### src/rtl/tlp_hdr_encoder_if.sv
// tlp_hdr_encoder_if
//   Bundles the three streams around the TLP header encoder:
//     req_*  : request descriptor handshake (scheduler -> encoder)
//     pay_*  : 32-bit payload stream for data-carrying kinds (scheduler -> encoder)
//     tx_*   : DW-serial TLP stream with sop/eop framing (encoder -> TX framer)
//     err_unsupported : pulse when an unsupported kind is accepted and dropped
//   modport slave  : the encoder's view
//   modport master : the view of whatever drives and consumes the encoder
interface tlp_hdr_encoder_if;
  logic        req_valid;
  logic        req_ready;
  logic [3:0]  req_kind;
  logic [63:0] req_addr;
  logic [9:0]  req_len;
  logic [15:0] req_id;
  logic [7:0]  req_tag;
  logic [7:0]  req_be;
  logic [2:0]  req_sub;
  logic [11:0] req_cpl_bc;
  logic [15:0] req_cpl_rid;

  logic        pay_valid;
  logic        pay_ready;
  logic [31:0] pay_data;

  logic        tx_valid;
  logic        tx_ready;
  logic [31:0] tx_data;
  logic        tx_sop;
  logic        tx_eop;

  logic        err_unsupported;

  modport slave (
    input  req_valid, req_kind, req_addr, req_len, req_id, req_tag, req_be,
           req_sub, req_cpl_bc, req_cpl_rid,
    output req_ready,
    input  pay_valid, pay_data,
    output pay_ready,
    input  tx_ready,
    output tx_valid, tx_data, tx_sop, tx_eop,
    output err_unsupported
  );

  modport master (
    output req_valid, req_kind, req_addr, req_len, req_id, req_tag, req_be,
           req_sub, req_cpl_bc, req_cpl_rid,
    input  req_ready,
    output pay_valid, pay_data,
    input  pay_ready,
    output tx_ready,
    input  tx_valid, tx_data, tx_sop, tx_eop,
    input  err_unsupported
  );
endinterface

### src/rtl/tlp_hdr_encoder.sv
// tlp_hdr_encoder
//   Transmit-side TLP builder. Accepts a request descriptor, builds a 3DW or
//   4DW header and emits it DW-serially, followed (for data kinds) by the
//   payload stream passed straight through with zero latency.
//   Ports:
//     clk, rst_n : clock, asynchronous active-low reset
//     bus        : tlp_hdr_encoder_if.slave (req_*, pay_*, tx_*, err_unsupported)
//   Parameters:
//     FORCE_4DW  : 1 forces a 4DW header on every memory request
//
//   state | meaning
//   ------+-------------------------------------------------------------
//   IDLE  | waiting for a descriptor; req_ready=1
//   HDR   | emitting latched header DWs 0..hdr_cnt-1
//   DATA  | passing payload through until dat_cnt reaches zero
module tlp_hdr_encoder #(
  parameter bit FORCE_4DW = 1'b0
) (
  input  logic             clk,
  input  logic             rst_n,
  tlp_hdr_encoder_if.slave bus
);

  localparam logic [1:0] IDLE = 2'd0;
  localparam logic [1:0] HDR  = 2'd1;
  localparam logic [1:0] DATA = 2'd2;

  logic [1:0]  state;
  logic [31:0] hdr [4];
  logic [2:0]  hdr_cnt;
  logic [10:0] dat_cnt;
  logic [1:0]  idx;
  logic        has_data_q;
  logic        err_q;

  // descriptor decode
  logic [2:0]  fmt;
  logic [4:0]  typ;
  logic        has_data;
  logic        is_4dw;
  logic        is_cpl;
  logic        len_one;
  logic        supported;
  logic        mem_4dw;
  logic [9:0]  len_f;
  logic [31:0] dw0, dw1, dw2, dw3;
  logic [10:0] dat_load;

  assign mem_4dw = (bus.req_addr[63:32] != 32'h0) || FORCE_4DW;

  always_comb begin
    typ       = 5'b00000;
    has_data  = 1'b0;
    is_4dw    = 1'b0;
    is_cpl    = 1'b0;
    len_one   = 1'b0;
    supported = 1'b1;
    case (bus.req_kind)
      4'd0:  begin typ = 5'b00000; is_4dw = mem_4dw; end
      4'd1:  begin typ = 5'b00001; is_4dw = mem_4dw; end
      4'd2:  begin typ = 5'b00000; is_4dw = mem_4dw; has_data = 1'b1; end
      4'd3:  begin typ = 5'b00010; len_one = 1'b1; end
      4'd4:  begin typ = 5'b00010; len_one = 1'b1; has_data = 1'b1; end
      4'd5:  begin typ = 5'b00100; len_one = 1'b1; end
      4'd6:  begin typ = 5'b00100; len_one = 1'b1; has_data = 1'b1; end
      4'd7:  begin typ = {2'b10, bus.req_sub}; is_4dw = 1'b1; end
      4'd8:  begin typ = {2'b10, bus.req_sub}; is_4dw = 1'b1; has_data = 1'b1; end
      4'd9:  begin typ = 5'b01010; is_cpl = 1'b1; end
      4'd10: begin typ = 5'b01010; is_cpl = 1'b1; has_data = 1'b1; end
      default: supported = 1'b0;
    endcase

    // fmt[1] flags a data payload, fmt[0] a 4DW header
    fmt   = {1'b0, has_data, is_4dw};
    len_f = len_one ? 10'd1 : bus.req_len;

    dw0 = {fmt, typ, 8'h00, 6'b000000, len_f};
    if (is_cpl)
      dw1 = {bus.req_id, bus.req_sub, 1'b0, bus.req_cpl_bc};
    else
      dw1 = {bus.req_id, bus.req_tag, bus.req_be};

    if (is_cpl) begin
      dw2 = {bus.req_cpl_rid, bus.req_tag, 1'b0, bus.req_addr[6:0]};
      dw3 = 32'h0;
    end else if (is_4dw) begin
      dw2 = bus.req_addr[63:32];
      dw3 = {bus.req_addr[31:2], 2'b00};
    end else begin
      dw2 = {bus.req_addr[31:2], 2'b00};
      dw3 = 32'h0;
    end

    // a zero length field encodes the maximum of 1024 DW
    dat_load = (len_f == 10'd0) ? 11'd1024 : {1'b0, len_f};
  end

  logic hdr_last;
  assign hdr_last = ({1'b0, idx} == (hdr_cnt - 3'd1));

  always_ff @(posedge clk or negedge rst_n) begin
    if (!rst_n) begin
      state      <= IDLE;
      for (int i = 0; i < 4; i++) hdr[i] <= 32'h0;
      hdr_cnt    <= 3'd3;
      dat_cnt    <= 11'd0;
      idx        <= 2'd0;
      has_data_q <= 1'b0;
      err_q      <= 1'b0;
    end else begin
      err_q <= 1'b0;
      case (state)
        IDLE: begin
          if (bus.req_valid) begin
            if (!supported) begin
              err_q <= 1'b1;
            end else begin
              hdr[0]     <= dw0;
              hdr[1]     <= dw1;
              hdr[2]     <= dw2;
              hdr[3]     <= dw3;
              hdr_cnt    <= is_4dw ? 3'd4 : 3'd3;
              dat_cnt    <= dat_load;
              has_data_q <= has_data;
              idx        <= 2'd0;
              state      <= HDR;
            end
          end
        end
        HDR: begin
          if (bus.tx_ready) begin
            if (hdr_last)
              state <= has_data_q ? DATA : IDLE;
            else
              idx <= idx + 2'd1;
          end
        end
        DATA: begin
          if (bus.pay_valid && bus.tx_ready) begin
            dat_cnt <= dat_cnt - 11'd1;
            if (dat_cnt == 11'd1) state <= IDLE;
          end
        end
        default: state <= IDLE;
      endcase
    end
  end

  // rst_n gating keeps req_ready low for the whole reset window even though
  // the state register already reads IDLE.
  assign bus.req_ready       = rst_n && (state == IDLE);
  assign bus.err_unsupported = err_q;

  always_comb begin
    bus.tx_valid  = 1'b0;
    bus.tx_data   = 32'h0;
    bus.tx_sop    = 1'b0;
    bus.tx_eop    = 1'b0;
    bus.pay_ready = 1'b0;
    case (state)
      HDR: begin
        bus.tx_valid = 1'b1;
        bus.tx_data  = hdr[idx];
        bus.tx_sop   = (idx == 2'd0);
        bus.tx_eop   = hdr_last && !has_data_q;
      end
      DATA: begin
        bus.tx_valid  = bus.pay_valid;
        bus.tx_data   = bus.pay_data;
        bus.tx_eop    = (dat_cnt == 11'd1);
        bus.pay_ready = bus.tx_ready;
      end
      default: ;
    endcase
  end

endmodule
### src/flat_wrapper.sv
// flat-port wrapper written by rule: the top's interface ports become plain ports
module tlp_hdr_encoder_flat 
#(
  parameter bit FORCE_4DW = 1'b0
)
  (clk, rst_n, bus_req_valid, bus_req_kind, bus_req_addr, bus_req_len, bus_req_id, bus_req_tag, bus_req_be, bus_req_sub, bus_req_cpl_bc, bus_req_cpl_rid, bus_req_ready, bus_pay_valid, bus_pay_data, bus_pay_ready, bus_tx_ready, bus_tx_valid, bus_tx_data, bus_tx_sop, bus_tx_eop, bus_err_unsupported);
  tlp_hdr_encoder_if bus_i ();
  input  logic clk;
  input  logic rst_n;
  input wire logic [$bits(bus_i.req_valid)-1:0] bus_req_valid;
  input wire logic [$bits(bus_i.req_kind)-1:0] bus_req_kind;
  input wire logic [$bits(bus_i.req_addr)-1:0] bus_req_addr;
  input wire logic [$bits(bus_i.req_len)-1:0] bus_req_len;
  input wire logic [$bits(bus_i.req_id)-1:0] bus_req_id;
  input wire logic [$bits(bus_i.req_tag)-1:0] bus_req_tag;
  input wire logic [$bits(bus_i.req_be)-1:0] bus_req_be;
  input wire logic [$bits(bus_i.req_sub)-1:0] bus_req_sub;
  input wire logic [$bits(bus_i.req_cpl_bc)-1:0] bus_req_cpl_bc;
  input wire logic [$bits(bus_i.req_cpl_rid)-1:0] bus_req_cpl_rid;
  output wire logic [$bits(bus_i.req_ready)-1:0] bus_req_ready;
  input wire logic [$bits(bus_i.pay_valid)-1:0] bus_pay_valid;
  input wire logic [$bits(bus_i.pay_data)-1:0] bus_pay_data;
  output wire logic [$bits(bus_i.pay_ready)-1:0] bus_pay_ready;
  input wire logic [$bits(bus_i.tx_ready)-1:0] bus_tx_ready;
  output wire logic [$bits(bus_i.tx_valid)-1:0] bus_tx_valid;
  output wire logic [$bits(bus_i.tx_data)-1:0] bus_tx_data;
  output wire logic [$bits(bus_i.tx_sop)-1:0] bus_tx_sop;
  output wire logic [$bits(bus_i.tx_eop)-1:0] bus_tx_eop;
  output wire logic [$bits(bus_i.err_unsupported)-1:0] bus_err_unsupported;
  assign bus_i.req_valid = bus_req_valid;
  assign bus_i.req_kind = bus_req_kind;
  assign bus_i.req_addr = bus_req_addr;
  assign bus_i.req_len = bus_req_len;
  assign bus_i.req_id = bus_req_id;
  assign bus_i.req_tag = bus_req_tag;
  assign bus_i.req_be = bus_req_be;
  assign bus_i.req_sub = bus_req_sub;
  assign bus_i.req_cpl_bc = bus_req_cpl_bc;
  assign bus_i.req_cpl_rid = bus_req_cpl_rid;
  assign bus_req_ready = bus_i.req_ready;
  assign bus_i.pay_valid = bus_pay_valid;
  assign bus_i.pay_data = bus_pay_data;
  assign bus_pay_ready = bus_i.pay_ready;
  assign bus_i.tx_ready = bus_tx_ready;
  assign bus_tx_valid = bus_i.tx_valid;
  assign bus_tx_data = bus_i.tx_data;
  assign bus_tx_sop = bus_i.tx_sop;
  assign bus_tx_eop = bus_i.tx_eop;
  assign bus_err_unsupported = bus_i.err_unsupported;
  tlp_hdr_encoder #(.FORCE_4DW(FORCE_4DW)) u_core (.clk(clk), .rst_n(rst_n), .bus(bus_i));
endmodule
### config.mk
export PLATFORM = sky130hd
export DESIGN_NAME = tlp_hdr_encoder_flat
export DESIGN_NICKNAME = d
export VERILOG_FILES = /design/src/rtl/tlp_hdr_encoder_if.sv /design/src/rtl/tlp_hdr_encoder.sv /design/src/flat_wrapper.sv
export SDC_FILE = /design/constraint.sdc
export NUM_CORES = 1
export LEC_CHECK = 0
export ABC_AREA = 1
export BUFFER_PORTS_ARGS = -buffer_cell sky130_fd_sc_hd__buf_2
export CORE_MARGIN = 4
export CORE_UTILIZATION = 53
export DETAILED_ROUTE_END_ITERATION = 7
export GPL_TIMING_DRIVEN = 0
export PLACE_DENSITY_LB_ADDON = 0.3
export SETUP_SLACK_MARGIN = 0.15
export SLEW_MARGIN = 20
export SYNTH_ARGS = -nofsm -noshare
export SYNTH_HDL_FRONTEND = slang
export SYNTH_SLANG_ARGS = --single-unit
### constraint.sdc
create_clock -name clk -period 1.85 [get_ports clk]
set_input_delay 0.37 -clock clk [delete_from_list [all_inputs] [get_ports clk]]
set_output_delay 0.37 -clock clk [all_outputs]
set_load 0.02 [all_outputs]
==> reports/results.tsv, run 1 <==
metric	value	unit
status	aborted with a tool error	
failing step	global routing (5_1_grt)	
Err	[ERROR DPL-0038] Utilization greater than 100%, impossible to legalize	
Starting Density	55.1	%
largest net degree at the start of global routing	67	
TritonCTS buffer count	17	
Worst Endpoint after GRT Repair	bus_tx_data[26]	
io pins	216	
Synth Register Bits	128	
Post-Place Cells	1536	
synth top area cells	dfrtp_1 41%, nand2_1 21%, nand3_1 6.9%	
chip height	129	µm
clock root buffer	clkbuf_16	
Mapped Cells	1140	
Avg Cell Area, Syn	6.81	µm²
top cell type's share of synthesized area	40.9	%
syn nets	1324	
PortBufs	215	
hpwl dp	21600	µm
yosys warns	0	
async set-reset flop share out of synthesis	100	%
H-tree Lvls	4	
Syn Std Cell Area	7770	µm²
EDFF count, synth	0	
sequential-to-total area share from yosys stat	41.3	%
worst-path endpoint category	primary output	
Main synth FF type	dfrtp_1	
routability-driven placement congestion ratio	0.927	
Die X	129	µm
Clock Path Buffers	2	
Distinct cells, synth	36	
leading area contributor after synthesis	dfrtp_1	
row count	43	
clock sink count	128	
## cells by family after synthesis
group,synth area share [%]
compound gates,12.3
xor+xnor,0.338
fa+ha+maj,0.967
simple gates,34.6
buf+inv,10.6
flops,41.3
## metrics by stage
step / instance area, µm² / setup WS [ns]
after detailed placement: 9540 / -0.487
after global placement: 9510 / -1.50
after floorplan: 8200 / 0.151
after CTS: 13000 / -0.528
## synthesized netlist by cell type, types with 3 or more instances
cell type / n
nand2_1: 443
dfrtp_1: 127
inv_1: 122
nand3_1: 107
o21ai_0: 95
a21oi_1: 47
nor2_1: 43
clkbuf_1: 39
nand4_1: 31
a22oi_1: 25
buf_4: 9
buf_6: 8
buf_2: 6
ha_1: 6
nor3_1: 4
nand2_2: 3
## what timing repair did
action,in CTS
buffers inserted,68
endpoints found under the setup margin,161
endpoints found under the hold margin,62
gates resized for setup,498
pin swaps,132
cloned,26
==> run 2, diff against run 1 <==
--- a/config.mk
+++ b/config.mk
@@ -8,11 +8,10 @@
 export ABC_AREA = 1
 export BUFFER_PORTS_ARGS = -buffer_cell sky130_fd_sc_hd__buf_2
 export CORE_MARGIN = 4
-export CORE_UTILIZATION = 53
+export CORE_UTILIZATION = 40
 export DETAILED_ROUTE_END_ITERATION = 7
 export GPL_TIMING_DRIVEN = 0
-export PLACE_DENSITY_LB_ADDON = 0.3
-export SETUP_SLACK_MARGIN = 0.15
+export PLACE_DENSITY_LB_ADDON = 0.15
 export SLEW_MARGIN = 20
 export SYNTH_ARGS = -nofsm -noshare
 export SYNTH_HDL_FRONTEND = slang
==> run 2 against run 1 <==
Compared with the run above: the flow now finishes, with violations (hold timing, setup timing); synthesized area is the same; synthesized cell count is the same.
==> reports/results.tsv, run 2 <==
metric	value	unit	change
Post-Place Cells	1616		was 1536
net count reported at finish	1602		
Mapped Cells	1140		unchanged
clock sink count	128		unchanged
failing checks	hold timing, setup timing		
max-cap violations	0		
Worst Setup Start Kind	register		
Leakage Power	5.77	nW	
PortBufs	215		unchanged
sequential-to-total area share from yosys stat	41.3	%	unchanged
yosys warns	0		unchanged
global-route usage over all layers	28.3	%	
leading area contributor after synthesis	dfrtp_1		unchanged
Total Wirelength	31500	µm	
DRC	0		
CP top delay family	buffers and inverters		
Detailed Routing Iterations Pass 1	8		
worst vdd ir	0.000620	V	
core area	18900	µm²	
peak per-stage delay on the critical path	0.38	ns	
final slew viol count	0		
first-pass GRT wire length	47200	µm	
sequential share of power	29.8	%	
Avg Cell Area, Syn	6.81	µm²	unchanged
placed instance area	9340	µm²	was 9540 µm²
CP required	1.48	ns	
crit path max fanout	7		
row count	50		was 43
top cells by count, synth	443 x nand2_1, 127 x dfrtp_1, 122 x inv_1, 107 x nand3_1, 95 x o21ai_0		unchanged
largest net degree at the start of global routing	73		
Vias	8806		
WP buf/inv	5		
Cell Count, Final, Fillers Out	1691		
setup slack after layout	-0.517	ns	
antenna violations before repair	0		
worst slew pin tran	0.594	ns	
crit path max-delay cell type	dfrtp_1		
Clock power frac	22.6	%	
max FFs per register	110		
async set-reset flop share out of synthesis	100	%	unchanged
most common cell after layout, fill and taps aside	nand2_1		
count of final setup violators	36		
GRT Residual Overflow	0		
top cell type's share of synthesized area	40.9	%	unchanged
met2 wire len	15300	µm	
status	finished with violations		was aborted with a tool error
setup tns final	-14.18	ns	
WL/cell	18.6	µm	
Initial DRC Count	746		
Power per Cell Area	1440	nW/µm²	
fin crit period	2.37	ns	
Comb pwr share	47.5	%	
Main synth FF type	dfrtp_1		unchanged
most common cell in the netlist	nand2_1		unchanged
P_sw	0.00660	W	
vias in the first global route	8524		
Worst Skew	0.00937	ns	
CP Class	reg2out		
unrepaired setup endpoints after global routing	yes		
chip height	147	µm	was 129 µm
via/cell ratio	5.21		
hold crit path type	in2async		
TritonCTS buffer count	17		unchanged
Distinct cells, synth	36		unchanged
H-tree Lvls	4		unchanged
M1 wire length	13000	µm	
filler instances	1815		
EDFF count, synth	0		unchanged
Syn Std Cell Area	7770	µm²	unchanged
crit path DAT	2.00	ns	
synth top area cells	dfrtp_1 41%, nand2_1 21%, nand3_1 6.9%		unchanged
Reg area	3210	µm²	
io pins	216		unchanged
CP cell instances	buf_6 > inv_6 > nor2_4 > buf_12 > clkbuf_16 > a22oi_2 > o21ai_1 > nand2_1 > a21oi_2 > buf_2		
area taken by multi-input logic gates	4180	µm²	
n_diodes	0		
uppermost layer routed	met4		
Design Area, Final	11200	µm²	
CTS tree	done		
largest register by flop count	u_core.hdr		
Slew HR	60.4	%	
Crit. End Element	output port		
Clock Path Buffers	2		unchanged
Die X	147	µm	was 129 µm
fmax	422	MHz	
Starting Density	41.1	%	was 55.1%
clk_lat worst skew	0.42	ns	
post-route ant nets	0		
Die Area	21700	µm²	
Tot Pwr	0.0161	W	
Synth Register Bits	128		unchanged
Hold WS	-0.0808	ns	
biggest regs	u_core.hdr: 110 flops, u_core.dat_cnt: 11 flops		
routability-driven placement congestion ratio	0.936		was 0.927
area delta synth->final	44.7	%	
clock root buffer	clkbuf_16		unchanged
hpwl dp	23300	µm	was 21600 µm
Switching Share	40.9	%	
Final Cycle Share	128	%	
syn nets	1324		unchanged
final core occ	59.5	%	
metal3 WL	2520	µm	
Clock Pin Slew Worst Setup and Hold Paths	0.06	ns	
share of layout cells above drive strength 1	32.6	%	
final hold vios	70		
most frequent cells in the layout	424 x nand2_1, 187 x buf_2, 125 x dfrtp_1		
Internal Pwr Total	0.00955	W	
[run 2: cell counts after synthesis]
No cell type changed its count.
[run 2: final timing paths]
kind | cells after the start | startpoint | slack (ns) | end
setup / recovery | 10 | u_core.idx[1]$_DFFE_PN0P_ | -0.52 | bus_tx_data[5]
hold / removal | 1 | rst_n | -0.08 | u_core.dat_cnt[10]$_DFFE_PN0P_
min in group clk | 3 | bus_req_id[0] | 0.15 | u_core.hdr[80]$_DFFE_PN0P_
max in group asynchronous | 2 | rst_n | 1.17 | u_core.hdr_cnt[1]$_DFFE_PN1P_
hold reg to reg | 2 | u_core.dat_cnt[7]$_DFFE_PN0P_ | 0.48 | u_core.dat_cnt[7]$_DFFE_PN0P_
setup reg to reg | 13 | u_core.idx[1]$_DFFE_PN0P_ | 0.06 | u_core.state[1]$_DFFE_PN0P_
[run 2: power by group through the flow]
stage	Combinational, W	Sequential, W	Clock [W]
2_1_floorplan	0.00382	0.00450	0
3_3_place_gp	0.00557	0.00467	0
3_5_place_dp	0.00564	0.00469	0
4_1_cts	0.00716	0.00476	0.00367
5_1_grt	0.00834	0.00494	0.00380
6_report	0.00768	0.00482	0.00366
[run 2: worst register-to-register path, delay by kind of cell, from the launching register on]
kind	cells	cell delay, ns
and+or+nand+nor	6	0.63
buffers and inverters	5	0.54
DFF	1	0.36
AOI/OAI and AO/OA	2	0.13
[run 2: final cells by class]
type	instances	area share, %
Multi-Input combinational cell	821	37.2
Buffer	65	6.39
Clock buffer	20	4.06
Sequential cell	128	28.5
Tap cell	260	2.89
Clock inverter	12	1.63
Inverter	126	4.49
Timing Repair Buffer	259	14.8
[run 2: timing repair]
item,4_1_cts,5_1_grt
endpoints found under the hold margin,70,70
setup endpoints to repair,162,158
pin swaps,44,27
setup buffers,21,20
gates resized for setup,196,65
gates cloned,6,0
[run 2: logic make-up after synthesis]
logic type	count (synthesis)	synth area share (%)
fa+ha+maj	6	0.967
compound gates	173	12.3
xor+xnor	3	0.338
flops	128	41.3
buf+inv	191	10.6
simple gates	639	34.6
[run 2: routing by layer]
layer  GRT usage (%)  vias up
met5               0        -
met4            8.48        0
met3            6.01       48
met2            47.5      405
met1            37.0     4144
li1                -     4209
[run 2: through the flow]
stage | hold slack (ns) | setup slack [ns]
4_1_cts | -0.0633 | -0.488
3_5_place_dp | 0.384 | -0.878
5_1_grt | -0.0390 | -0.542
2_1_floorplan | 0.0744 | -0.0400
6_report | -0.0808 | -0.517
3_3_place_gp | 0.462 | -1.55
Note: power is estimated with default switching activity, not from simulation.
==> run 3, diff against run 2 <==
--- a/config.mk
+++ b/config.mk
@@ -5,13 +5,13 @@
 export SDC_FILE = /design/constraint.sdc
 export NUM_CORES = 1
 export LEC_CHECK = 0
-export ABC_AREA = 1
+export ABC_AREA = 0
 export BUFFER_PORTS_ARGS = -buffer_cell sky130_fd_sc_hd__buf_2
 export CORE_MARGIN = 4
 export CORE_UTILIZATION = 40
 export DETAILED_ROUTE_END_ITERATION = 7
 export GPL_TIMING_DRIVEN = 0
-export PLACE_DENSITY_LB_ADDON = 0.15
+export PLACE_DENSITY_LB_ADDON = 0.25
 export SLEW_MARGIN = 20
 export SYNTH_ARGS = -nofsm -noshare
 export SYNTH_HDL_FRONTEND = slang
==> run 3 against run 2 <==
Compared with the run above: the flow still finishes with violations (hold timing, setup timing); global-route usage up 2.5 points; core utilization up 9.0 points; clock skew barely moved; non-clock buffer count up 50; cell count shrank 13%; sequential power is 10% higher; critical path depth decreased by 1; design area is 19% higher; die area rose by 3.0%; flip-flop and latch count is the same; count of clock-buffer cells in the layout down 2; critical path type unchanged; critical endpoint is now bus_tx_data[11]; largest power group unchanged.
==> reports/results.tsv, run 3 <==
metric	value	unit	change
status	finished with violations		unchanged
failing checks	hold timing, setup timing		unchanged
DRC	0		unchanged
Worst Skew	0.00896	ns	was 0.00937 ns
first-pass GRT wire length	51600	µm	was 47200 µm
peak per-stage delay on the critical path	0.44	ns	was 0.38 ns
worst vdd ir	0.000870	V	was 0.000620 V
share of layout cells above drive strength 1	60.4	%	was 32.6%
Vias	9267		was 8806
net count reported at finish	1369		was 1602
vias in the first global route	8634		was 8524
max FFs per register	110		unchanged
io pins	216		unchanged
GRT Residual Overflow	0		unchanged
Detailed Routing Iterations Pass 1	6		was 8
global-route usage over all layers	30.8	%	was 28.3%
crit path max-delay cell type	dfrtp_1		unchanged
unrepaired setup endpoints after global routing	yes		unchanged
Worst Setup Start Kind	register		unchanged
synth top area cells	dfrtp_1 40%, nand2_1 8.0%, mux2i_1 4.7%		was dfrtp_1 41%, nand2_1 21%, nand3_1 6.9%
H-tree Lvls	4		unchanged
worst reg2reg path startpoint	u_core.state[0]$_DFFE_PN0P_		was u_core.idx[1]$_DFFE_PN0P_
row count	51		was 50
r2r worst-path depth	12		was 13
Synth Register Bits	128		unchanged
setup slack after layout	-0.740	ns	was -0.517 ns
M1 wire length	14100	µm	was 13000 µm
clock root buffer	clkbuf_16		unchanged
Crit. End Element	output port		unchanged
CP Class	reg2out		unchanged
routability-driven placement congestion ratio	0.962		was 0.936
Distinct cells, synth	64		was 36
EDFF count, synth	0		unchanged
WL/cell	26.9	µm	was 18.6 µm
Tot Pwr	0.0214	W	was 0.0161 W
hold crit path type	in2async		unchanged
crit path DAT	2.22	ns	was 2.00 ns
Total Wirelength	39400	µm	was 31500 µm
Leakage Power	5.77	nW	about the same
area delta synth->final	67.6	%	was 44.7%
chip height	150	µm	was 147 µm
setup tns final	-36.43	ns	was -14.18 ns
core area	19600	µm²	was 18900 µm²
Die X	150	µm	was 147 µm
largest net degree at the start of global routing	79		was 73
Final Cycle Share	140	%	was 128%
Power per Cell Area	1590	nW/µm²	was 1440 nW/µm²
yosys warns	0		unchanged
R2R Setup Slk	-0.24	ns	was 0.06 ns
met2 wire len	18100	µm	was 15300 µm
max-cap violations	0		unchanged
worst slew pin tran	0.658	ns	was 0.594 ns
Starting Density	40.9	%	was 41.1%
Main synth FF type	dfrtp_1		unchanged
filler instances	1354		was 1815
top cell type's share of synthesized area	39.7	%	was 40.9%
Clock Pin Slew Worst Setup and Hold Paths	0.06	ns	about the same
leading area contributor after synthesis	dfrtp_1		unchanged
fin crit period	2.59	ns	was 2.37 ns
Clock Path Buffers	2		unchanged
top cells by count, synth	171 x nand2_1, 127 x dfrtp_1, 78 x nor2_1, 40 x nor2b_1, 38 x mux2i_1		was 443 x nand2_1, 127 x dfrtp_1, 122 x inv_1, 107 x nand3_1, 95 x o21ai_0
antenna violations before repair	2		was 0
Initial DRC Count	1022		was 746
CTS tree	done		unchanged
metal3 WL	4400	µm	was 2520 µm
clock sink count	128		unchanged
final slew viol count	0		unchanged
hpwl dp	23000	µm	was 23300 µm
Syn Std Cell Area	8010	µm²	was 7770 µm²
Mapped Cells	867		was 1140
biggest regs	u_core.hdr: 110 flops, u_core.dat_cnt: 11 flops		unchanged
Avg Cell Area, Syn	9.24	µm²	was 6.81 µm²
async set-reset flop share out of synthesis	100	%	unchanged
count of final setup violators	153		was 36
Hold WS	-0.103	ns	was -0.0808 ns
most frequent cells in the layout	184 x buf_2, 124 x dfrtp_1, 103 x nand2_1		was 424 x nand2_1, 187 x buf_2, 125 x dfrtp_1
clk_lat worst skew	0.44	ns	was 0.42 ns
CP required	1.48	ns	about the same
largest register by flop count	u_core.hdr		unchanged
crit path max fanout	6		was 7
via/cell ratio	6.32		was 5.21
Reg area	3210	µm²	about the same
syn nets	1051		was 1324
sequential-to-total area share from yosys stat	40.0	%	was 41.3%
area taken by multi-input logic gates	5770	µm²	was 4180 µm²
PortBufs	212		was 215
fmax	386	MHz	was 422 MHz
Slew HR	56.1	%	was 60.4%
final hold vios	75		was 70
reg2reg end	u_core.hdr[10]$_DFFE_PN0P_		was u_core.state[1]$_DFFE_PN0P_
cell mode on critical path	buf_12		
TritonCTS buffer count	17		unchanged
CP cell instances	buf_12 > buf_12 > buf_12 > buf_12 > mux2i_1 > o2bb2ai_1 > a22oi_2 > nor2b_2 > buf_6		was buf_6 > inv_6 > nor2_4 > buf_12 > clkbuf_16 > a22oi_2 > o21ai_1 > nand2_1 > a21oi_2 > buf_2
Die Area	22400	µm²	was 21700 µm²
most common cell after layout, fill and taps aside	buf_2		was nand2_1
post-route ant nets	0		unchanged
most common cell in the netlist	nand2_1		unchanged
uppermost layer routed	met4		unchanged
[run 3: power by group]
part / total, W / switching, W / internal [W]
registers: 0.00530 / 0.00125 / 0.00405
clock network: 0.00322 / 0.00146 / 0.00176
logic: 0.0129 / 0.00635 / 0.00651
total: 0.0214 / 0.00906 / 0.0123
[run 3: worst max path at each step]
stage | cells past startpoint | startpoint | to | slack (ns)
floorplan | 6 | u_core.state[0]$_DFFE_PN0P_ | bus_pay_ready | -0.03
global placement | 3 | rst_n | bus_req_ready | -1.62
detailed placement | 6 | u_core.state[0]$_DFFE_PN0P_ | u_core.hdr[52]$_DFFE_PN0P_ | -0.76
CTS | 9 | u_core.idx[0]$_DFFE_PN0P_ | bus_tx_data[1] | -0.60
global route | 9 | u_core.idx[0]$_DFFE_PN0P_ | bus_tx_data[11] | -0.75
finish | 9 | u_core.idx[0]$_DFFE_PN0P_ | bus_tx_data[11] | -0.74
[run 3: kinds of logic (layout without fill, tap and decap cells)]
logic type,count (synthesis),count (layout),synth area share (%)
compound gates,220,220,22.3
xor+xnor,1,1,0.109
fa+ha+maj,6,6,0.937
buf+inv,88,419,6.14
flops,128,128,40.0
mux,55,55,9.39
other cells,0,3,0
simple gates,369,369,21.1
[run 3: metrics by stage]
stage	utilization, %	hold slack (ns)	std cells	worst slack, ns	cell area [µm²]
after global placement	48.5	0.460	1344	-1.62	9510
after floorplan	-	0.0744	867	-0.0343	8110
after global routing	68.5	-0.0517	1465	-0.750	13400
after CTS	61.5	-0.0477	1434	-0.599	12100
after detailed placement	48.7	0.387	1345	-0.759	9540
final	68.5	-0.103	1466	-0.740	13400
[run 3: metal layers]
metal  vias to the layer above  track usage, %
met3                       201            6.72
met1                      4507            41.0
met2                       728            49.8
met5                         -               0
met4                         0            10.9
li1                       3831               -
[run 3: what timing repair did]
item                       CTS  global route
setup endpoints to repair  162           162
gates resized for setup    325           268
hold endpoints to repair    75            41
pin swaps                   37           113
cloned                      12            11
setup buffers               46            25
[run 3: final cells by class]
cell class                      count  area share [%]
Antenna cell                        3          0.0559
Buffer                             71            7.43
Clock buffer                       18            3.27
Clock inverter                     14           0.811
Inverter                           13           0.392
Multi-Input combinational cell    651            43.0
Sequential cell                   128            23.9
Tap cell                          265            2.47
Timing Repair Buffer              303            18.6
[run 3: critical path: cells and delay by family (launching register included)]
family | cells | cell delay (ns)
buf+inv | 5 | 0.71
mux | 1 | 0.12
simple gates | 1 | 0.19
flops | 1 | 0.44
compound gates | 2 | 0.30
==> run 4, diff against run 3 <==
--- a/config.mk
+++ b/config.mk
@@ -7,11 +7,12 @@
 export LEC_CHECK = 0
 export ABC_AREA = 0
 export BUFFER_PORTS_ARGS = -buffer_cell sky130_fd_sc_hd__buf_2
-export CORE_MARGIN = 4
+export CORE_MARGIN = 8
 export CORE_UTILIZATION = 40
 export DETAILED_ROUTE_END_ITERATION = 7
 export GPL_TIMING_DRIVEN = 0
 export PLACE_DENSITY_LB_ADDON = 0.25
+export RECOVER_POWER = 100
 export SLEW_MARGIN = 20
 export SYNTH_ARGS = -nofsm -noshare
 export SYNTH_HDL_FRONTEND = slang
==> run 4 against run 3 <==
Compared with the run above: the flow finishes with violations (setup timing); design area rose by 1.1%; sequential share of layout area fell by 0.24 points; clock power rose by 14%; sequential power rose by 0.8%; register-to-register slack got worse by 0.11 ns; total power rose by 1.9%; non-clock buffer count rose by 8; wire length rose by 2.3%; maximum frequency rose by 5.0%; largest cell class unchanged; largest power group unchanged.
==> reports/results.tsv, run 4 (synthesis gave the netlist of run 3 again) <==
metric	value	unit	change
met3 Use GR	7.05	%	was 6.72%
DRC	0		unchanged
setup slack after layout	-0.615	ns	was -0.740 ns
area delta synth->final	69.3	%	was 67.6%
fmax	406	MHz	was 386 MHz
first-pass GRT wire length	54200	µm	was 51600 µm
M2 GR Usage	46.1	%	was 49.8%
worst slew pin tran	0.917	ns	was 0.658 ns
status	finished with violations		unchanged
CP cell instances	buf_12 > buf_12 > mux4_2 > a22oi_2 > nor2b_2 > buf_6		was buf_12 > buf_12 > buf_12 > buf_12 > mux2i_1 > o2bb2ai_1 > a22oi_2 > nor2b_2 > buf_6
post-route ant nets	0		unchanged
Hold WS	0.125	ns	was -0.103 ns
Slew HR	38.9	%	was 56.1%
CTS tree	done		unchanged
core area	19600	µm²	unchanged
Clock Pin Slew Worst Setup and Hold Paths	0.06	ns	about the same
Vias	9279		was 9267
Cell Count, Final, Fillers Out	1475		was 1466
fin crit period	2.47	ns	was 2.59 ns
vias in the first global route	9096		was 8634
Die Area	24800	µm²	was 22400 µm²
hold crit path type	in2reg		was in2async
CP required	1.48	ns	about the same
antenna violations before repair	6		was 2
Hold Path Depth	3		
Crit. End Element	output port		unchanged
crit path DAT	2.10	ns	was 2.22 ns
Worst Skew	0.00754	ns	was 0.00896 ns
io pins	216		unchanged
grt peak-use layer	met2		unchanged
cell mode on critical path	buf_12		unchanged
chip height	158	µm	was 150 µm
biggest regs	u_core.hdr: 110 flops, u_core.dat_cnt: 11 flops		unchanged
share of layout cells above drive strength 1	62.7	%	was 60.4%
WP buf/inv	3		was 5
Total Wirelength	40300	µm	was 39400 µm
clock sink count	128		unchanged
Detailed Routing Iterations Pass 1	6		unchanged
PortBufs	212		unchanged
routability-driven placement congestion ratio	0.919		was 0.962
CP Depth	6		was 9
hpwl dp	23800	µm	was 23000 µm
final slew viol count	0		unchanged
Design Area, Final	13600	µm²	was 13400 µm²
failing checks	setup timing		was hold timing, setup timing
Leakage Power	5.90	nW	was 5.77 nW
largest net degree at the start of global routing	96		was 79
H-tree Lvls	4		unchanged
clk_lat worst skew	0.45	ns	was 0.44 ns
CP top delay family	multiplexers		was buffers and inverters
Die X	158	µm	was 150 µm
placed instance area	9540	µm²	unchanged
final hold vios	0		was 75
Starting Density	40.9	%	unchanged
Initial DRC Count	959		was 1022
crit path max-delay cell type	mux4_2		was dfrtp_1
unrepaired setup endpoints after global routing	yes		unchanged
net count reported at finish	1377		was 1369
WL/cell	27.3	µm	was 26.9 µm
crit path max fanout	5		was 6
Power per Cell Area	1610	nW/µm²	was 1590 nW/µm²
GR Layer Usage met1	36.6	%	was 41.0%
max-cap violations	0		unchanged
r2r worst-path depth	13		was 12
row count	51		unchanged
filler instances	1333		was 1354
peak per-stage delay on the critical path	0.52	ns	was 0.44 ns
CP Class	reg2out		unchanged
Worst Setup Start Kind	register		unchanged
largest register by flop count	u_core.hdr		unchanged
worst vdd ir	0.000773	V	was 0.000870 V
clock root buffer	clkbuf_16		unchanged
via/cell ratio	6.29		was 6.32
count of final setup violators	162		was 153
Clock Path Buffers	2		unchanged
TritonCTS buffer count	17		unchanged
Post-Place Cells	1345		unchanged
most common cell after layout, fill and taps aside	buf_2		unchanged
GRT Residual Overflow	0		unchanged
max FFs per register	110		unchanged
Final Cycle Share	133	%	was 140%
global-route usage over all layers	29.4	%	was 30.8%
most frequent cells in the layout	181 x buf_2, 123 x dfrtp_1, 95 x nand2_1		was 184 x buf_2, 124 x dfrtp_1, 103 x nand2_1
==> run 4: per-layer routing <==
metal  up-vias  wire length [µm]
li1       3829                 -
met1      4553             14700
met2       712             18800
met3       181              4250
met4         4              2540
met5         -                27
==> run 4: stage by stage <==
stage	utilization [%]	setup WS [ns]	power (W)	setup TNS, ns
global placement	48.5	-1.63	0.0121	-264.03
finish	69.2	-0.615	0.0218	-42.69
CTS	63.4	-0.576	0.0193	-33.92
global route	69.2	-0.649	0.0225	-49.89
detailed placement	48.7	-0.839	0.0123	-84.57
floorplan	-	-0.0343	0.00970	-0.205
==> run 4: timing repair <==
| action | 4_1_cts | 5_1_grt |
|---|---|---|
| gates cloned | 15 | 7 |
| pin swaps | 95 | 78 |
| setup buffers | 52 | 33 |
| hold buffers | 2 | 0 |
| setup endpoints to repair | 160 | 161 |
| gates resized for setup | 403 | 252 |
| hold endpoints to repair | 32 | 0 |
==> run 4: area by class of cell <==
class	instances	area, µm²	share of cell area [%]
multi-input combinational	651	5760	42.4
timing repair buffer	313	2570	19.0
antenna	4	10.0	0.0738
tap	265	332	2.44
inverter	13	52.6	0.387
sequential	128	3210	23.7
buffer	69	1000	7.38
clock buffer	19	453	3.34
clock inverter	13	176	1.30
==> run 4: final timing paths <==
path                       slack, ns                             to                         from
hold / removal                  0.12     u_core.hdr[84]$_DFFE_PN0P_                bus_req_id[4]
hold reg to reg                 0.49    u_core.hdr[104]$_DFFE_PN0P_  u_core.hdr[104]$_DFFE_PN0P_
setup / recovery               -0.62                 bus_tx_data[4]    u_core.idx[0]$_DFFE_PN0P_
min in group asynchronous       0.64  u_core.hdr_cnt[1]$_DFFE_PN1P_                        rst_n
setup reg to reg               -0.35     u_core.hdr[22]$_DFFE_PN0P_  u_core.state[0]$_DFFE_PN0P_
max in group asynchronous       0.27      u_core.idx[1]$_DFFE_PN0P_                        rst_n
==> run 4: power breakdown <==
part	internal, W	switching, W	leakage [nW]
clock	0.00222	0.00144	0.305
sequential	0.00406	0.00129	1.56
combinational	0.00648	0.00631	4.04
==> run 4: worst reg2reg max path: stages, from the launching register on <==
cell and delay, ns:
dfrtp_1 0.39, inv_1 0.14, ha_4 0.17, buf_12 0.12, nand2_8 0.05, a21o_4 0.19, buf_6 0.12, or2_4 0.25
nor2b_4 0.12, buf_6 0.15, buf_12 0.13, buf_12 0.11, buf_12 0.12, a21oi_2 0.04
